### src/rtl/tdm_demux16.sv
// Receive end of a 16:1 TDM link: assembles one serial bit per valid cycle
// into a parallel word and tracks frame alignment with a HUNT/RECV machine.
module tdm_demux16 #(
  parameter int N_CH  = 16,
  parameter int SEL_W = 4
) (
  input  logic             clk,
  input  logic             rst,
  input  logic             in_valid,
  input  logic             in_bit,
  input  logic             frame_start,
  output logic [N_CH-1:0]  out,
  output logic             frame_valid,
  output logic [SEL_W-1:0] sel,
  output logic             sync_err,
  output logic             locked
);

  typedef enum logic [0:0] {
    HUNT = 1'b0,
    RECV = 1'b1
  } state_t;

  localparam logic [SEL_W-1:0] SEL_ZERO = '0;
  localparam logic [SEL_W-1:0] SEL_ONE  = SEL_W'(1);
  localparam logic [SEL_W-1:0] SEL_LAST = SEL_W'(N_CH - 1);

  state_t            r_state;
  state_t            w_state_nxt;
  logic [SEL_W-1:0]  r_sel;
  logic [SEL_W-1:0]  w_sel_nxt;
  logic [N_CH-1:0]   r_shadow;
  logic [N_CH-1:0]   w_shadow_nxt;
  logic [N_CH-1:0]   r_out;
  logic [N_CH-1:0]   w_out_nxt;
  logic              r_frame_valid;
  logic              w_frame_valid_nxt;
  logic              r_sync_err;
  logic              w_sync_err_nxt;

  // State, channel index, shadow word, published word and strobes.
  always_ff @(posedge clk or posedge rst) begin
    if (rst) begin
      r_state       <= HUNT;
      r_sel         <= SEL_ZERO;
      r_shadow      <= '0;
      r_out         <= '0;
      r_frame_valid <= 1'b0;
      r_sync_err    <= 1'b0;
    end else begin
      r_state       <= w_state_nxt;
      r_sel         <= w_sel_nxt;
      r_shadow      <= w_shadow_nxt;
      r_out         <= w_out_nxt;
      r_frame_valid <= w_frame_valid_nxt;
      r_sync_err    <= w_sync_err_nxt;
    end
  end

  // Next-state and datapath decode; idle cycles only drop the strobes.
  always_comb begin
    w_state_nxt       = r_state;
    w_sel_nxt         = r_sel;
    w_shadow_nxt      = r_shadow;
    w_out_nxt         = r_out;
    w_frame_valid_nxt = 1'b0;
    w_sync_err_nxt    = 1'b0;
    if (in_valid) begin
      case (r_state)
        HUNT: begin
          if (frame_start) begin
            w_shadow_nxt[0] = in_bit;
            w_sel_nxt       = SEL_ONE;
            w_state_nxt     = RECV;
          end else begin
            w_sel_nxt       = SEL_ZERO;
          end
        end
        RECV: begin
          if (frame_start) begin
            // A start mid-frame abandons the partial word and realigns here.
            w_shadow_nxt[0] = in_bit;
            w_sel_nxt       = SEL_ONE;
            w_sync_err_nxt  = (r_sel != SEL_ZERO);
          end else if (r_sel == SEL_ZERO) begin
            w_sync_err_nxt  = 1'b1;
            w_state_nxt     = HUNT;
          end else if (r_sel == SEL_LAST) begin
            w_shadow_nxt[r_sel] = in_bit;
            w_out_nxt           = {in_bit, r_shadow[N_CH-2:0]};
            w_frame_valid_nxt   = 1'b1;
            w_sel_nxt           = SEL_ZERO;
          end else begin
            w_shadow_nxt[r_sel] = in_bit;
            w_sel_nxt           = r_sel + SEL_ONE;
          end
        end
        default: begin
          w_state_nxt = HUNT;
          w_sel_nxt   = SEL_ZERO;
        end
      endcase
    end else begin
      w_sel_nxt = r_sel;
    end
  end

  assign out         = r_out;
  assign frame_valid = r_frame_valid;
  assign sync_err    = r_sync_err;
  assign sel         = r_sel;
  assign locked      = (r_state == RECV);

endmodule

### config.mk
export PLATFORM = sky130hd
export DESIGN_NAME = tdm_demux16
export DESIGN_NICKNAME = d
export VERILOG_FILES = /design/src/rtl/tdm_demux16.sv
export SDC_FILE = /design/constraint.sdc
export NUM_CORES = 1
export LEC_CHECK = 0
export ABC_AREA = 1
export ABC_CLOCK_PERIOD_IN_PS = 1510
export CAP_MARGIN = 20
export CORE_MARGIN = 2
export CORE_UTILIZATION = 45
export CTS_CLUSTER_DIAMETER = 200
export DETAILED_ROUTE_END_ITERATION = 12
export HOLD_SLACK_MARGIN = 0.15
export MAX_ROUTING_LAYER = met4
export PLACE_DENSITY_LB_ADDON = 0.12
export SETUP_SLACK_MARGIN = 0.1
export SYNTH_ARGS = -nofsm -noshare
export SYNTH_HDL_FRONTEND = slang
export SYNTH_SLANG_ARGS = --single-unit
### constraint.sdc
create_clock -name clk -period 1.51 [get_ports clk]
set_input_delay 0.3775 -clock clk [delete_from_list [all_inputs] [get_ports clk]]
set_output_delay 0.3775 -clock clk [all_outputs]
set_load 0.1 [all_outputs]
==> metrics.txt, run 1 <==
result of the run finished with violations; violations in the final reports negative setup slack; total power 3.39 mW; final setup margin -0.0494 ns; dominant synthesized flop cell sky130_fd_sc_hd__dfrtp_1; Critical R2R Capture r_shadow[2]$_DFFE_PP0P_; number of violations reported at the end of detailed-routing iteration 0 113; post-synthesis instance area 1760 um^2; sequence of cells on the critical path inv_4 -> ha_4 -> nand2_4 -> ha_4 -> nand3_4 -> nor2_2 -> nand2_1 -> nand2_1 -> o21ai_0; proportion of synthesized chip area in sequential cells 0.542; final HPWL from detailed placement 2930 um; worst endpoint data arrival time 1.72 ns; final count of negative-setup-slack endpoints 19; wirelength, routed 4200 um; clock tree from TritonCTS done; distinct cell type count of the synthesized netlist 19; fmax 0.641 GHz; slack of the worst reg-to-reg path -0.05 ns; core area 3720 um^2; maximum root-to-sink buffer count 2; endpoint kind of the worst setup timing path register; per-instance average area after synthesis 8.91 um^2; transition time at the pin with the least slew margin 0.357 ns; share of layout cells above drive strength 1 0.442; portion of synthesized cell area occupied by the leading cell type 0.542; Largest stage delay, worst path 0.44 ns; Critical Path Start Type register; path type of the worst setup path reg -> reg; Final Core Density 0.775; library cell with the highest instance count after synthesis sky130_fd_sc_hd__nand2_1; worst-case clock skew 0.00758 ns; Clk pin slew, worst setup/hold paths 0.08 ns; Commonest cells post-synth sky130_fd_sc_hd__nand2_1, sky130_fd_sc_hd__dfrtp_1, sky130_fd_sc_hd__inv_1; GRT overflow 0; critical path required time 1.67 ns; number of remaining DRC errors 0; number of antenna violations at the first check in global routing 0; leading area contributor after synthesis sky130_fd_sc_hd__dfrtp_1; path depth of the worst reg2reg path 9; FP Rows 22; total routing usage reported by global routing 0.227; area added between synthesis and finish 64.1%; power density cells 1180 nW/um^2; starting density of the core 0.472; Period Utilization, post-route 1.03; Peak supply drop 0.884 mV; via count of the first global-routing pass 1564; setup TNS -0.527 ns; total I/O pin count 28; synth top area cells sky130_fd_sc_hd__dfrtp_1, sky130_fd_sc_hd__nand2_1, sky130_fd_sc_hd__inv_1, sky130_fd_sc_hd__o21ai_0, sky130_fd_sc_hd__o21ai_2; Final Net Count 267; relative slew slack 0.762; DIE HEIGHT 66.5 um; die area 4420 um^2; post-detailed-route wirelength per cell 13.7 um; number of instances in the synthesized netlist 197; count of placed standard cells including taps 289; FF-to-FF Start sel[0]$_DFFE_PP0P_; synth warn 0; async set-reset flop share out of synthesis 1.00; count of clock tree sinks 38; leakage power of the design 1.32 nW; number of routed nets with antenna violations 0; deepest level of the CTS H-tree 2; global-route wire length before repair 7250 um; shortest clock period the worst path allows after layout 1.56 ns; total of flip-flops plus latches after synthesis 38; worst hold path type in -> async; via total after detailed routing 1487; final hold viol count 0; Critical Path Slowest Stage Cell sky130_fd_sc_hd__dfrtp_4; number of CTS-inserted buffers 5; number of synthesized flops with an enable pin 0; syn nets 207; Skew-Pair Late Insertion Delay 0.30 ns; final weighted congestion in routability-driven placement 0.891; Port-buffer cells 27; CTS root buf sky130_fd_sc_hd__clkbuf_8; total count of max-transition violations in the final report 0; final std cells w/o fill 306; horizontal die dimension 66.5 um; per-cell via count in the routed design 4.86; CP max FO 4; Antenna Cells 0; Max-cap violations 0; pin count of the biggest net entering global routing 39; RSZ-0062 raised after global routing yes; Pre-antenna DRT Iters 4
## cell families after synthesis
| group | after synthesis | synth area share |
|---|---|---|
| buffers and inverters | 38 | 0.0955 |
| flip-flops | 38 | 0.542 |
| adder cells (fa/ha/maj) | 5 | 0.0356 |
| AND/OR/NAND/NOR | 81 | 0.208 |
| AO/OA/AOI/OAI | 35 | 0.119 |
## cell usage in the layout, fill, tap and decap left out, types with 3 or more instances in the layout
cell / count
sky130_fd_sc_hd__ha_4: 3
sky130_fd_sc_hd__nor2_1: 4
sky130_fd_sc_hd__dfrtp_4: 5
sky130_fd_sc_hd__nand2_4: 3
sky130_fd_sc_hd__nand3_2: 3
sky130_fd_sc_hd__nand2_1: 42
sky130_fd_sc_hd__inv_1: 29
sky130_fd_sc_hd__clkdlybuf4s50_1: 4
sky130_fd_sc_hd__inv_4: 4
sky130_fd_sc_hd__o21ai_2: 12
sky130_fd_sc_hd__nand3_1: 4
sky130_fd_sc_hd__dfrtp_1: 33
sky130_fd_sc_hd__clkbuf_8: 5
sky130_fd_sc_hd__nand2_2: 11
sky130_fd_sc_hd__o21ai_1: 10
sky130_fd_sc_hd__buf_6: 4
sky130_fd_sc_hd__nor2_2: 3
sky130_fd_sc_hd__buf_4: 23
sky130_fd_sc_hd__buf_12: 25
sky130_fd_sc_hd__o21ai_0: 13
## flip-flops by register name, summed over array words and instances, names as in the netlist
| name | cells |
|---|---|
| out | 16 |
| r_shadow | 15 |
| sel | 4 |
| locked | 1 |
| frame_valid | 1 |
| sync_err | 1 |
## power breakdown
part           switching, mW  internal, mW  leakage (nW)  total (mW)
combinational          0.672         0.469         0.762        1.14
clock                  0.384         0.662        0.0683        1.05
sequential            0.0795          1.12         0.493        1.20
total                   1.14          2.25          1.32        3.39
## worst max-delay path: cells and delay by family (launching register included)
kind / cells / cell delay [ns]
and+or+nand+nor: 5 / 0.56
DFF: 1 / 0.44
adders and majority gates: 2 / 0.29
AOI/OAI and AO/OA: 1 / 0.09
buffers and inverters: 1 / 0.04
## routing by layer
| metal | track usage | up-vias | share of wire |
|---|---|---|---|
| li1 | - | 736 | - |
| met1 | 0.269 | 706 | 0.41 |
| met2 | 0.380 | 38 | 0.53 |
| met3 | 0.0456 | 7 | 0.040 |
| met4 | 0.0893 | 0 | 0.016 |
| met5 | - | - | 0 |
## repair_timing
| action | in CTS | in global routing |
|---|---|---|
| hold buffers | 0 | 0 |
| resized for setup | 15 | 27 |
| buffers inserted | 5 | 3 |
| endpoints found under the setup margin | 33 | 41 |
| pin swaps | 0 | 1 |
| gates cloned | 0 | 1 |
## layout make-up
cell class              count  area [um^2]
clock inverters             3         68.8
multi-input cells         121          793
well taps                  48         60.1
inverters                  34          138
flip-flops and latches     38          970
repair buffers             57          783
clock buffers               5         68.8
fillers                   225          835
## stage by stage
step                      hold WS [ns]  setup WS [ns]  cell area (um^2)
after detailed placement         0.474         -0.370              2530
after global routing             0.477         -0.149              2880
after CTS                        0.444        -0.0574              2760
after floorplan                  0.449         -0.278              1830
after global placement           0.468         -0.205              2530
final                            0.430        -0.0494              2880
## how the worst max path moves through the flow
| stage | cells past startpoint | end | slack (ns) | from |
|---|---|---|---|---|
| finish | 9 | r_shadow[2]$_DFFE_PP0P_ | -0.05 | sel[0]$_DFFE_PP0P_ |
| global route | 10 | out[3]$_DFFE_PP0P_ | -0.15 | sel[1]$_DFFE_PP0P_ |
| CTS | 10 | out[10]$_DFFE_PP0P_ | -0.06 | sel[1]$_DFFE_PP0P_ |
| detailed placement | 8 | r_shadow[2]$_DFFE_PP0P_ | -0.37 | frame_start |
| global placement | 7 | r_shadow[7]$_DFFE_PP0P_ | -0.21 | frame_start |
| floorplan | 10 | out[0]$_DFFE_PP0P_ | -0.28 | sel[0]$_DFFE_PP0P_ |
Note: power is estimated with default switching activity, not from simulation.
==> run 2, diff against run 1 <==
--- a/config.mk
+++ b/config.mk
@@ -9,13 +9,14 @@
 export ABC_CLOCK_PERIOD_IN_PS = 1510
 export CAP_MARGIN = 20
 export CORE_MARGIN = 2
-export CORE_UTILIZATION = 45
+export CORE_UTILIZATION = 40
 export CTS_CLUSTER_DIAMETER = 200
 export DETAILED_ROUTE_END_ITERATION = 12
 export HOLD_SLACK_MARGIN = 0.15
 export MAX_ROUTING_LAYER = met4
 export PLACE_DENSITY_LB_ADDON = 0.12
 export SETUP_SLACK_MARGIN = 0.1
+export SKIP_CTS_REPAIR_TIMING = 1
 export SYNTH_ARGS = -nofsm -noshare
 export SYNTH_HDL_FRONTEND = slang
 export SYNTH_SLANG_ARGS = --single-unit
==> run 2 against run 1 <==
The flow still finishes with violations (negative setup slack). Utilization fell by 9.4 points. Highest routed layer unchanged. Clock skew fell by 0.00086 ns. Critical path depth rose by 1. Critical path type unchanged. Combinational power barely moved. Die area rose by 12%. Non-clock buffer count rose by 3.
==> metrics.txt, run 2 (synthesis gave the netlist of run 1 again) <==
shortest clock period the worst path allows after layout 1.56 ns; critical path required time 1.69 ns; total I/O pin count 28; number of flip-flops in the largest register 16; relative slew slack 0.818; endpoint kind of the worst setup timing path register; register area 970 um^2; total count of max-transition violations in the final report 0; violations in the final reports negative setup slack; per-cell via count in the routed design 4.70; wirelength, routed 3970 um; Clk pin slew, worst setup/hold paths 0.08 ns; leading cell types in the layout, fill and taps excluded sky130_fd_sc_hd__nand2_1, sky130_fd_sc_hd__dfrtp_1, sky130_fd_sc_hd__inv_1, sky130_fd_sc_hd__buf_12, sky130_fd_sc_hd__buf_4; clock tree from TritonCTS done; Max-cap violations 0; Port-buffer cells 27; die area 4930 um^2; via total after detailed routing 1471; CP max FO 8; result of the run finished with violations; power density cells 1090 nW/um^2; deepest level of the CTS H-tree 2; DIE HEIGHT 70.2 um; RSZ-0062 raised after global routing yes; Pre-antenna DRT Iters 4; starting density of the core 0.409; worst hold path type in -> async; area taken by multi-input logic gates 808 um^2; power dissipated by switching net loads 1.10 mW; Period Utilization, post-route 1.03; Final Core Density 0.681; post-route cell area 2930 um^2; number of CTS-inserted buffers 5; number of remaining DRC errors 0; FF-to-FF Start sel[0]$_DFFE_PP0P_; share of layout cells above drive strength 1 0.467; fmax 0.642 GHz; via count of the first global-routing pass 1450; worst endpoint data arrival time 1.74 ns; count of filler cells inserted in the layout 323; horizontal die dimension 70.2 um; final hold viol count 0; most common library cell in the layout ignoring fill and taps sky130_fd_sc_hd__nand2_1; number of routed nets with antenna violations 0; final weighted congestion in routability-driven placement 0.867; final setup margin -0.0476 ns; count of clock tree sinks 38; Skew-Pair Late Insertion Delay 0.29 ns; total routing usage reported by global routing 0.169; area added between synthesis and finish 66.6%; core area 4290 um^2; number of antenna violations at the first check in global routing 0; slack of the worst reg-to-reg path -0.05 ns; transition time at the pin with the least slew margin 0.271 ns; post-placement cell area 2560 um^2; GRT overflow 0; switching part of the total 0.345; smallest hold slack 0.437 ns; part of the power in the clock network 0.263; worst-case clock skew 0.00672 ns; leakage power of the design 1.34 nW; Final Net Count 270; Peak supply drop 1.08 mV; post-detailed-route wirelength per cell 12.7 um; Antenna Cells 0; relative contribution of sequential cells to total power 0.374; maximum root-to-sink buffer count 2; final HPWL from detailed placement 2590 um; CTS root buf sky130_fd_sc_hd__clkbuf_8; pin count of the biggest net entering global routing 39; FP Rows 24; path type of the worst setup path reg -> reg; share of total power in combinational logic 0.363; number of violations reported at the end of detailed-routing iteration 0 150; Critical R2R Capture out[3]$_DFFE_PP0P_; cell internal pwr 2.09 mW; path depth of the worst reg2reg path 10; final count of negative-setup-slack endpoints 17; global-route wire length before repair 6480 um; Critical Path Start Type register
run 2: cell count changes in the layout (fill, tap and decap cells not counted), sizes merged:
cell / before / now
buf: 52 / 54
bufinv: 2 / 1
clkbuf: 6 / 7
clkinv: 1 / 2
run 2: worst max-delay path by stage:
stage / start / endpoint / slack [ns] / depth (start not counted)
finish: sel[0]$_DFFE_PP0P_ / out[3]$_DFFE_PP0P_ / -0.05 / 10
global route: sel[1]$_DFFE_PP0P_ / out[3]$_DFFE_PP0P_ / -0.13 / 10
CTS: sel[1]$_DFFE_PP0P_ / out[10]$_DFFE_PP0P_ / -0.04 / 10
detailed placement: frame_start / r_shadow[4]$_DFFE_PP0P_ / -0.22 / 7
global placement: frame_start / r_shadow[4]$_DFFE_PP0P_ / -0.21 / 7
floorplan: sel[0]$_DFFE_PP0P_ / out[0]$_DFFE_PP0P_ / -0.28 / 10
run 2: final cells by class:
class | count | share of cell area
inverter | 34 | 0.0462
multi-input combinational | 121 | 0.276
tap | 52 | 0.0222
timing repair buffer | 60 | 0.287
clock buffer | 5 | 0.0235
sequential | 38 | 0.331
clock inverter | 3 | 0.0137
run 2: worst max-delay path, cell delays in order (launching register included):
cell	delay, ns
sky130_fd_sc_hd__dfrtp_4	0.43
sky130_fd_sc_hd__inv_4	0.04
sky130_fd_sc_hd__ha_4	0.16
sky130_fd_sc_hd__nand2_4	0.07
sky130_fd_sc_hd__ha_4	0.13
sky130_fd_sc_hd__nand3_4	0.09
sky130_fd_sc_hd__inv_4	0.08
sky130_fd_sc_hd__nand3_4	0.12
sky130_fd_sc_hd__clkbuf_16	0.20
sky130_fd_sc_hd__nand2_1	0.06
sky130_fd_sc_hd__o21ai_1	0.06
run 2: power groups by stage:
stage,clock network (mW),logic [mW],registers [mW]
finish,0.840,1.16,1.19
global route,0.911,1.26,1.20
CTS,0.855,1.02,1.20
detailed placement,0,1.01,1.22
global placement,0,1.01,1.22
floorplan,0,0.338,1.47
run 2: metrics by stage:
step / instances / power [mW] / TNS [ns] / worst slack, ns
6_report: 313 / 3.19 / -0.339 / -0.0476
3_3_place_gp: 297 / 2.22 / -5.77 / -0.207
3_5_place_dp: 297 / 2.23 / -6.37 / -0.221
2_1_floorplan: 197 / 1.80 / -6.36 / -0.278
4_1_cts: 305 / 3.07 / -0.430 / -0.0382
5_1_grt: 313 / 3.37 / -2.08 / -0.129
run 2: metal layers:
metal / up-vias / part of all wire / wire length [um] / track usage
met2: 37 / 0.50 / 1990 / 0.267
met5: - / 0 / 0 / -
met1: 680 / 0.44 / 1750 / 0.217
met4: 0 / 0.021 / 83 / 0.0513
met3: 9 / 0.039 / 153 / 0.0390
li1: 745 / - / - / -
==> run 3, diff against run 2 <==
--- a/config.mk
+++ b/config.mk
@@ -13,7 +13,6 @@
 export CTS_CLUSTER_DIAMETER = 200
 export DETAILED_ROUTE_END_ITERATION = 12
 export HOLD_SLACK_MARGIN = 0.15
-export MAX_ROUTING_LAYER = met4
 export PLACE_DENSITY_LB_ADDON = 0.12
 export SETUP_SLACK_MARGIN = 0.1
 export SKIP_CTS_REPAIR_TIMING = 1
==> run 3 against run 2 <==
Sequential power barely moved. Register-to-register slack improved by 0.03 ns. The run still ends with negative setup slack left. Clock skew rose by 0.0022 ns. Die area did not move. Largest power group unchanged. First-iteration DRC count fell by 17%. Combinational power fell by 5%. Final cell count fell by 0.64%. Count of clock-buffer cells in the layout did not move.
==> metrics.txt, run 3 (synthesis gave the netlist of run 1 again) <==
result of the run finished with violations; violations in the final reports negative setup slack; area added between synthesis and finish 67.1%; post-detailed-route wirelength per cell 13.1 um; sequence of cells on the critical path inv_4 -> ha_4 -> nand2_4 -> ha_4 -> nand3_4 -> inv_4 -> nand3_4 -> clkbuf_16 -> nand2_2 -> o21ai_2; transition time at the pin with the least slew margin 0.286 ns; number of CTS-inserted buffers 5; CP max FO 8; final count of negative-setup-slack endpoints 15; global-route wire length before repair 6370 um; number of routed nets with antenna violations 0; starting density of the core 0.409; Critical Path Start Type register; power density cells 1140 nW/um^2; Largest stage delay, worst path 0.43 ns; count of clock tree sinks 38; worst-case clock skew 0.00892 ns; DIE HEIGHT 70.2 um; amount of wire on met2 after detailed routing 2090 um; leakage power of the design 1.33 nW; number of violations reported at the end of detailed-routing iteration 0 125; total power 3.34 mW; total routing usage reported by global routing 0.166; number of flip-flops in the largest register 16; Max-cap violations 0; per-cell via count in the routed design 4.73; final std cells w/o fill 311; final HPWL from detailed placement 2670 um; Period Utilization, post-route 1.01; core area 4290 um^2; critical path required time 1.70 ns; final hold viol count 0; final weighted congestion in routability-driven placement 0.830; Critical Path Slowest Stage Cell sky130_fd_sc_hd__dfrtp_4; FP Rows 24; path type of the worst setup path reg -> reg; Skew-Pair Late Insertion Delay 0.30 ns; path depth of the worst reg2reg path 10; Final Net Count 268; die area 4930 um^2; leading cell types in the layout, fill and taps excluded sky130_fd_sc_hd__nand2_1, sky130_fd_sc_hd__dfrtp_1, sky130_fd_sc_hd__inv_1, sky130_fd_sc_hd__buf_12, sky130_fd_sc_hd__buf_4; endpoint kind of the worst setup timing path register; number of remaining DRC errors 0; uppermost routed layer met4; RSZ-0062 raised after global routing yes; final setup margin -0.0214 ns; total I/O pin count 28; Pre-antenna DRT Iters 4; relative slew slack 0.808; Antenna Cells 0; FF-to-FF Start sel[0]$_DFFE_PP0P_; Critical R2R Capture out[10]$_DFFE_PP0P_; deepest level of the CTS H-tree 2; worst slack at placement -0.257 ns; share of layout cells above drive strength 1 0.456; maximum root-to-sink buffer count 2; GRT overflow 0; clock tree from TritonCTS done; slack of the worst reg-to-reg path -0.02 ns; pin count of the biggest net entering global routing 39; Clk pin slew, worst setup/hold paths 0.08 ns; shortest clock period the worst path allows after layout 1.53 ns; horizontal die dimension 70.2 um; total count of max-transition violations in the final report 0; worst hold path type in -> async; via total after detailed routing 1472; setup TNS -0.181 ns; number of antenna violations at the first check in global routing 0; wirelength, routed 4080 um; metal1 wirelength 1760 um; fmax 0.653 GHz; via count of the first global-routing pass 1391; Peak supply drop 0.939 mV; Port-buffer cells 27; worst endpoint data arrival time 1.72 ns; most common library cell in the layout ignoring fill and taps sky130_fd_sc_hd__nand2_1; count of placed standard cells including taps 297; CTS root buf sky130_fd_sc_hd__clkbuf_8; total length of routed met3 wires 166 um
run 3: changes by cell type in the layout (fill, tap and decap cells not counted), sizes merged:
cell	change
buf	-2
bufinv	+1
clkinv	-1
run 3: per-layer routing:
| metal | GRT usage | vias up |
|---|---|---|
| li1 | - | 734 |
| met1 | 0.228 | 700 |
| met2 | 0.251 | 31 |
| met3 | 0.0390 | 7 |
| met4 | 0.0726 | 0 |
| met5 | 0 | - |
run 3: cell type report:
type	instances	area, um^2
fill	316	1360
sequential	38	970
multi-input combinational	121	817
timing repair buffer	58	808
inverter	34	135
clock buffer	5	68.8
clock inverter	3	68.8
tap	52	65.1
run 3: through the flow:
step / hold WS (ns) / cell area, um^2 / util
floorplan: 0.449 / 1830 / -
global placement: 0.467 / 2560 / 0.597
detailed placement: 0.474 / 2560 / 0.597
CTS: 0.437 / 2700 / 0.629
global route: 0.454 / 2930 / 0.683
finish: 0.426 / 2930 / 0.683
run 3: critical path, delay by kind of cell, from the launching register on:
kind	cells	cell delay, ns
flip-flops	1	0.43
AND/OR/NAND/NOR	4	0.34
AO/OA/AOI/OAI	1	0.04
adder cells (fa/ha/maj)	2	0.29
buffers and inverters	3	0.32
run 3: worst max path at each step:
stage                       start                      end  slack (ns)  cells past startpoint
2_1_floorplan  sel[0]$_DFFE_PP0P_       out[0]$_DFFE_PP0P_       -0.28                     10
5_1_grt        sel[1]$_DFFE_PP0P_      out[10]$_DFFE_PP0P_       -0.09                     10
4_1_cts        sel[1]$_DFFE_PP0P_       out[3]$_DFFE_PP0P_       -0.05                     10
6_report       sel[0]$_DFFE_PP0P_      out[10]$_DFFE_PP0P_       -0.02                     10
3_3_place_gp          frame_start  r_shadow[4]$_DFFE_PP0P_       -0.21                      7
3_5_place_dp          frame_start  r_shadow[4]$_DFFE_PP0P_       -0.26                      7
run 3: power by group:
part | total [mW] | leakage [nW] | internal, mW | switching [mW]
clock | 1.05 | 0.0683 | 0.662 | 0.384
sequential | 1.19 | 0.493 | 1.12 | 0.0700
combinational | 1.10 | 0.768 | 0.443 | 0.660
